[src/rtl/adder_chunk_seq_if.sv]
// Valid/ready operand and result channels of the chunked multi-precision add sequencer.
// The master side feeds operands and consumes results; the slave side is the sequencer.
interface adder_chunk_seq_if #(
  parameter int W      = 22,
  parameter int NCHUNK = 4
);
  logic                  in_valid;
  logic                  in_ready;
  logic [W*NCHUNK-1:0]   in_a;
  logic [W*NCHUNK-1:0]   in_b;
  logic                  in_cin;
  logic                  out_valid;
  logic                  out_ready;
  logic [W*NCHUNK-1:0]   out_sum;
  logic                  out_cout;

  modport master (
    output in_valid, in_a, in_b, in_cin, out_ready,
    input  in_ready, out_valid, out_sum, out_cout
  );

  modport slave (
    input  in_valid, in_a, in_b, in_cin, out_ready,
    output in_ready, out_valid, out_sum, out_cout
  );
endinterface

[src/rtl/adder_chunk_seq.sv]
// Multi-precision add sequencer: streams NCHUNK 22-bit chunks, LSB first, through one
// parallel-prefix adder core, rippling the carry between chunks through a register.

// 22-bit Knowles-family parallel-prefix adder (minimum-depth, fan-out-1 prefix tree).
module adder #(
  parameter int W = 22
) (
  input  logic [W-1:0] a,
  input  logic [W-1:0] b,
  input  logic         cin,
  output logic [W-1:0] sum,
  output logic         cout
);
  localparam int LEVELS = $clog2(W);

  logic [W-1:0] g0, p0, g, p, g_n, p_n;
  logic [W:0]   c;

  // NOTE: every variable gets a value before any branch or loop, so no path can infer a latch.
  always_comb begin
    g0  = a & b;
    p0  = a ^ b;
    g   = g0;
    p   = p0;
    g_n = g0;
    p_n = p0;
    for (int l = 0; l < LEVELS; l++) begin
      g_n = g;
      p_n = p;
      for (int i = 0; i < W; i++) begin
        if (i >= (1 << l)) begin
          g_n[i] = g[i] | (p[i] & g[i-(1<<l)]);
          p_n[i] = p[i] & p[i-(1<<l)];
        end
      end
      g = g_n;
      p = p_n;
    end
    // Group generate/propagate over [i:0] with cin folded in as a generate at bit -1.
    c    = {g | (p & {W{cin}}), cin};
    sum  = p0 ^ c[W-1:0];
    cout = c[W];
  end
endmodule

module adder_chunk_seq #(
  parameter int W      = 22,
  parameter int NCHUNK = 4,
  parameter int IW     = (NCHUNK > 1) ? $clog2(NCHUNK) : 1
) (
  input  logic             clk,
  input  logic             rst_n,
  adder_chunk_seq_if.slave bus,
  output logic             busy
);
  localparam int            DW   = W * NCHUNK;
  localparam logic [IW-1:0] LAST = IW'(NCHUNK - 1);

  typedef enum logic [1:0] {IDLE, RUN, DONE} state_t;

  state_t        state, state_n;
  logic [IW-1:0] idx;
  logic          carry;
  logic [DW-1:0] a_q, b_q;
  logic [W-1:0]  core_a, core_b, core_sum;
  logic          core_cout;
  logic          accept, last;

  assign accept = bus.in_valid && bus.in_ready;
  assign last   = (idx == LAST);
  assign core_a = a_q[idx*W +: W];
  assign core_b = b_q[idx*W +: W];

  adder #(.W(W)) u_core (
    .a   (core_a),
    .b   (core_b),
    .cin (carry),
    .sum (core_sum),
    .cout(core_cout)
  );

  always_comb begin
    state_n       = state;
    bus.in_ready  = 1'b0;
    bus.out_valid = 1'b0;
    busy          = 1'b0;
    case (state)
      IDLE: begin
        bus.in_ready = 1'b1;
        if (accept) state_n = RUN;
      end
      RUN: begin
        busy = 1'b1;
        if (last) state_n = DONE;
      end
      DONE: begin
        busy          = 1'b1;
        bus.out_valid = 1'b1;
        if (bus.out_ready) state_n = IDLE;
      end
      default: state_n = IDLE;
    endcase
  end

  // NOTE: clocked state uses non-blocking assignments so every register sees pre-edge values.
  always_ff @(posedge clk) begin
    if (!rst_n) state <= IDLE;
    else        state <= state_n;
  end

  // NOTE: the wide operand and result registers are reset too, so an aborted run leaves no stale data.
  always_ff @(posedge clk) begin
    if (!rst_n) begin
      idx          <= '0;
      carry        <= 1'b0;
      a_q          <= '0;
      b_q          <= '0;
      bus.out_sum  <= '0;
      bus.out_cout <= 1'b0;
    end else begin
      case (state)
        IDLE: if (accept) begin
          a_q   <= bus.in_a;
          b_q   <= bus.in_b;
          carry <= bus.in_cin;
          idx   <= '0;
        end
        RUN: begin
          bus.out_sum[idx*W +: W] <= core_sum;
          carry                   <= core_cout;
          if (last) begin
            bus.out_cout <= core_cout;
            idx          <= '0;
          end else begin
            idx <= idx + 1'b1;
          end
        end
        default: ;
      endcase
    end
  end
endmodule

[src/flat_wrapper.sv]
// flat-port wrapper written by rule: the top's interface ports become plain ports
module adder_chunk_seq_flat 
#(
  parameter int W      = 22,
  parameter int NCHUNK = 4,
  parameter int IW     = (NCHUNK > 1) ? $clog2(NCHUNK) : 1
)
  (clk, rst_n, busy, bus_in_valid, bus_in_a, bus_in_b, bus_in_cin, bus_out_ready, bus_in_ready, bus_out_valid, bus_out_sum, bus_out_cout);
  adder_chunk_seq_if #(.W(W), .NCHUNK(NCHUNK)) bus_i ();
  input  logic clk;
  input  logic rst_n;
  output logic busy;
  input wire logic [$bits(bus_i.in_valid)-1:0] bus_in_valid;
  input wire logic [$bits(bus_i.in_a)-1:0] bus_in_a;
  input wire logic [$bits(bus_i.in_b)-1:0] bus_in_b;
  input wire logic [$bits(bus_i.in_cin)-1:0] bus_in_cin;
  input wire logic [$bits(bus_i.out_ready)-1:0] bus_out_ready;
  output wire logic [$bits(bus_i.in_ready)-1:0] bus_in_ready;
  output wire logic [$bits(bus_i.out_valid)-1:0] bus_out_valid;
  output wire logic [$bits(bus_i.out_sum)-1:0] bus_out_sum;
  output wire logic [$bits(bus_i.out_cout)-1:0] bus_out_cout;
  assign bus_i.in_valid = bus_in_valid;
  assign bus_i.in_a = bus_in_a;
  assign bus_i.in_b = bus_in_b;
  assign bus_i.in_cin = bus_in_cin;
  assign bus_i.out_ready = bus_out_ready;
  assign bus_in_ready = bus_i.in_ready;
  assign bus_out_valid = bus_i.out_valid;
  assign bus_out_sum = bus_i.out_sum;
  assign bus_out_cout = bus_i.out_cout;
  adder_chunk_seq #(.W(W), .NCHUNK(NCHUNK), .IW(IW)) u_core (.clk(clk), .rst_n(rst_n), .bus(bus_i), .busy(busy));
endmodule
[config.mk]
export PLATFORM = sky130hd
export DESIGN_NAME = adder_chunk_seq_flat
export DESIGN_NICKNAME = d
export VERILOG_FILES = /design/src/rtl/adder_chunk_seq_if.sv /design/src/rtl/adder_chunk_seq.sv /design/src/flat_wrapper.sv
export SDC_FILE = /design/constraint.sdc
export NUM_CORES = 1
export LEC_CHECK = 0
export BUFFER_PORTS_ARGS = -buffer_cell sky130_fd_sc_hd__buf_2
export CAP_MARGIN = 10
export CORE_UTILIZATION = 30
export DETAILED_ROUTE_END_ITERATION = 16
export PLACE_DENSITY = 0.57
export REMOVE_ABC_BUFFERS = 1
export SYNTH_ARGS = -nofsm -noshare
export SYNTH_HDL_FRONTEND = slang
export SYNTH_SLANG_ARGS = --single-unit
[constraint.sdc]
create_clock -name clk -period 7.65 [get_ports clk]
set_input_delay 0.3825 -clock clk [delete_from_list [all_inputs] [get_ports clk]]
set_output_delay 0.3825 -clock clk [all_outputs]
set_load 0.01 [all_outputs]
==> impl_metrics.csv <==
group,metric,value,unit
setup_path,path_depth,11,
placed_design,place_congestion,0.926,
clock_tree,cts_made_buffers,31,
detailed_routing,routed-wl-met2,21.6,mm
clock_tree,cts_tree,"done",
die,fp.dieArea,46200,sq um
synthesis,async_reset_ff_share,0,%
sta,slew_violations,0,
final_layout,final_area,16300,sq um
die,ios,273,
detailed_routing,wl_met3,3.40,mm
clock_tree,cts-resized-gates,0,
sta,relSlewSlack,15.9,%
global_route,grt_pass1_wl,73.4,mm
synthesis,synth_area_leader_cell,"dfxtp_1",
sta,tightest_slew,1.26,ns
global_route,grt_pass1_vias,12700,
synthesis,synth-main-ff-cell,"dfxtp_1",
final_layout,post-route-util,36.7,%
pwr,ir_drop,0.176,mV
global_route,grt_usage,20.0,%
sta,hold_slack,0.0473,ns
setup_path,rr_worst_depth,11,
run_status,status,"completed",
synthesis,synth_area_per_cell,8.20,sq um
clock_tree,cts.clk_slew.worst_paths,0.06,ns
final_layout,antenna_cells,0,
pwr,p_leak,6.49,nW
setup_path,crit_family,"compound AO/OA/AOI/OAI gates",
die,core_region_area,44500,sq um
global_route,gr-total-overflow,0,
synthesis,syn_inst,1658,
sta,final.min_clock_period,5.25,ns
placed_design,dp_hpwl,34.5,mm
final_layout,layout_commonest_cell,"nand2_1",
detailed_routing,met1_length,21.6,mm
final_layout,layout_common_cells,"nand2_1, buf_2, dfxtp_1",
synthesis,yosys.area.top_type_share,39.7,%
setup_path,crit_path_start,"u_core.idx[0]",
clock_tree,postCtsHoldBufs,0,
sta,setup-violations-final,0,
synthesis,yosysUniqueCellTypes,87,
synthesis,yosys-top-cells-area,"dfxtp_1, nand2_1, a21oi_1",
synthesis,synth_seq_cells,270,
clock_tree,postCtsSetupBuffers,0,
setup_path,slowest_delay,1.02,ns
clock_tree,clkSinkCount,270,
setup_path,slowest_stage,"nor3b_1",
pwr,p_per_area,252,nW/um^2
worst_hold_path,hold_class,"in -> reg",
die,core.rowCount,77,
detailed_routing,ant_nets,0,
global_route,grt_max_degree,128,
detailed_routing,vias_per_cell,5.36,
clock_tree,clockRootBuffer,"clkbuf_16",
sta,clock_skew,0.0220,ns
setup_path,cp-endpoint,"u_core.bus.out_sum[7]",
detailed_routing,vias,13200,
sta,fin_crit_sh,68.6,%
final_layout,synthToLayoutAreaGrowth,20.1,%
die,dieHeight,215,um
setup_path,path_cells,"buf_4 > mux4_2 > ha_1 > a211oi_2 > o21ai_1 > a21oi_1 > xor2_1 > o211ai_1 > nor3b_1 > o2bb2a_1 > a21oi_1",
setup_path,startpoint_type,"flop",
clock_tree,insertion_delay,0.57,ns
sta,fmax,190,MHz
clock_tree,htree_levels,1,
die,start_util,30.6,%
setup_path,r2r-start,"u_core.idx[0]",
setup_path,reg2reg_slack,2.40,ns
placed_design,io_buffers,272,
setup_path,path_common_cell,"a21oi_1",
detailed_routing,initialDrtViolationCount,1073,
detailed_routing,wl_per_cell,19.3,um
final_layout,layout-drive-gt1-share,22.3,%
setup_path,worstSetupPathType,"reg -> reg",
synthesis,synth-edff-count,0,
die,die_w,215,um
detailed_routing,highest_layer,"met5",
setup_path,cp_max_fo,42,
detailed_routing,drt-pass1-iter-count,7,
placed_design,place_area,15300,sq um
synthesis,synth_warnings,0,
job,maxCapViolations,0,
global_route,antenna_found_initial,2,
detailed_routing,drc,0,
final_layout,nets,2065,
setup_path,timing.rr.end,"u_core.bus.out_sum[7]",
pwr,total_power,4.12,mW
synthesis,ys_seq_area_share,39.7,%
clock_tree,ctsLongestPathBuffers,3,
synthesis,syn_area,13600,sq um
sta,hold_viol_final,0,
setup_path,path_buf_inv,1,
setup_path,cp-end-kind,"flop",
setup_path,crit_arrival,5.75,ns
detailed_routing,routed_wl,47.6,mm
setup_path,cp_data_required_time,8.15,ns
sta,rsz0062_at_grt,"false",
## worst min-delay path: cells and delay by family
kind            cells  cell delay, ns
buf+inv             1            0.10
compound gates      1            0.05
simple gates        1            0.04
## registers in the layout (all words and copies together) (netlist names)
signal / cells
u_core.state: 2
u_core.carry: 1
u_core.a_q: 88
u_core.b_q: 88
u_core.idx: 2
u_core.bus.out_cout: 1
u_core.bus.out_sum: 88
## where the power goes
part	switching, mW	internal [mW]
sequential	0.0779	1.52
combinational	0.720	0.364
clock	0.613	0.830
## cells by family (layout without fill, tap and decap cells)
group	Yosys count	in the layout	synth area share, %
flops	270	270	39.7
buf+inv	147	365	4.23
xor+xnor	16	16	1.09
compound gates	495	495	23.4
fa+ha+maj	32	32	3.00
mux	57	57	8.54
simple gates	641	641	20.0
## cells in the mapped netlist (13+ instances only)
cell	n
inv_1	17
a21oi_1	234
nor2_1	76
buf_1	15
nor3_1	26
a31oi_1	13
a22oi_1	18
o21ai_0	63
clkbuf_1	106
and3_1	13
mux4_2	47
dfxtp_1	270
ha_1	31
nand3_1	24
nand2_1	431
a22o_1	14
and2_1	13
## layout make-up
type,instances,area [sq um]
Clock buffer,43,871
Clock inverter,14,118
Fill cell,4706,28200
Inverter,19,76.3
Multi-Input combinational cell,1241,7640
Sequential cell,270,5410
Tap cell,592,741
Timing Repair Buffer,289,1490
## worst min-delay path by stage
stage,start,cells past startpoint,to
2_1_floorplan,u_core.a_q[44],2,u_core.a_q[44]
3_3_place_gp,u_core.bus.out_sum[37],2,u_core.bus.out_sum[37]
3_5_place_dp,u_core.b_q[87],2,u_core.b_q[87]
4_1_cts,bus_in_a[37],3,u_core.a_q[37]
5_1_grt,bus_in_b[65],3,u_core.b_q[65]
6_report,bus_in_b[87],3,u_core.b_q[87]
## layer usage
| metal | vias to the layer above | GRT usage, % |
|---|---|---|
| met2 | 500 | 32.0 |
| li1 | 6341 | - |
| met3 | 66 | 3.58 |
| met1 | 6309 | 27.7 |
| met4 | 2 | 4.64 |
| met5 | - | 0 |
## metrics by stage
step / setup slack, ns / TNS (ns) / std cells
6_report: 2.40 / 0 / 2468
5_1_grt: 2.13 / 0 / 2468
4_1_cts: 2.46 / 0 / 2466
3_5_place_dp: 2.49 / 0 / 2409
3_3_place_gp: 2.55 / 0 / 2409
2_1_floorplan: -0.387 / -2.44 / 1530
Power figures use the tool's default switching activity.
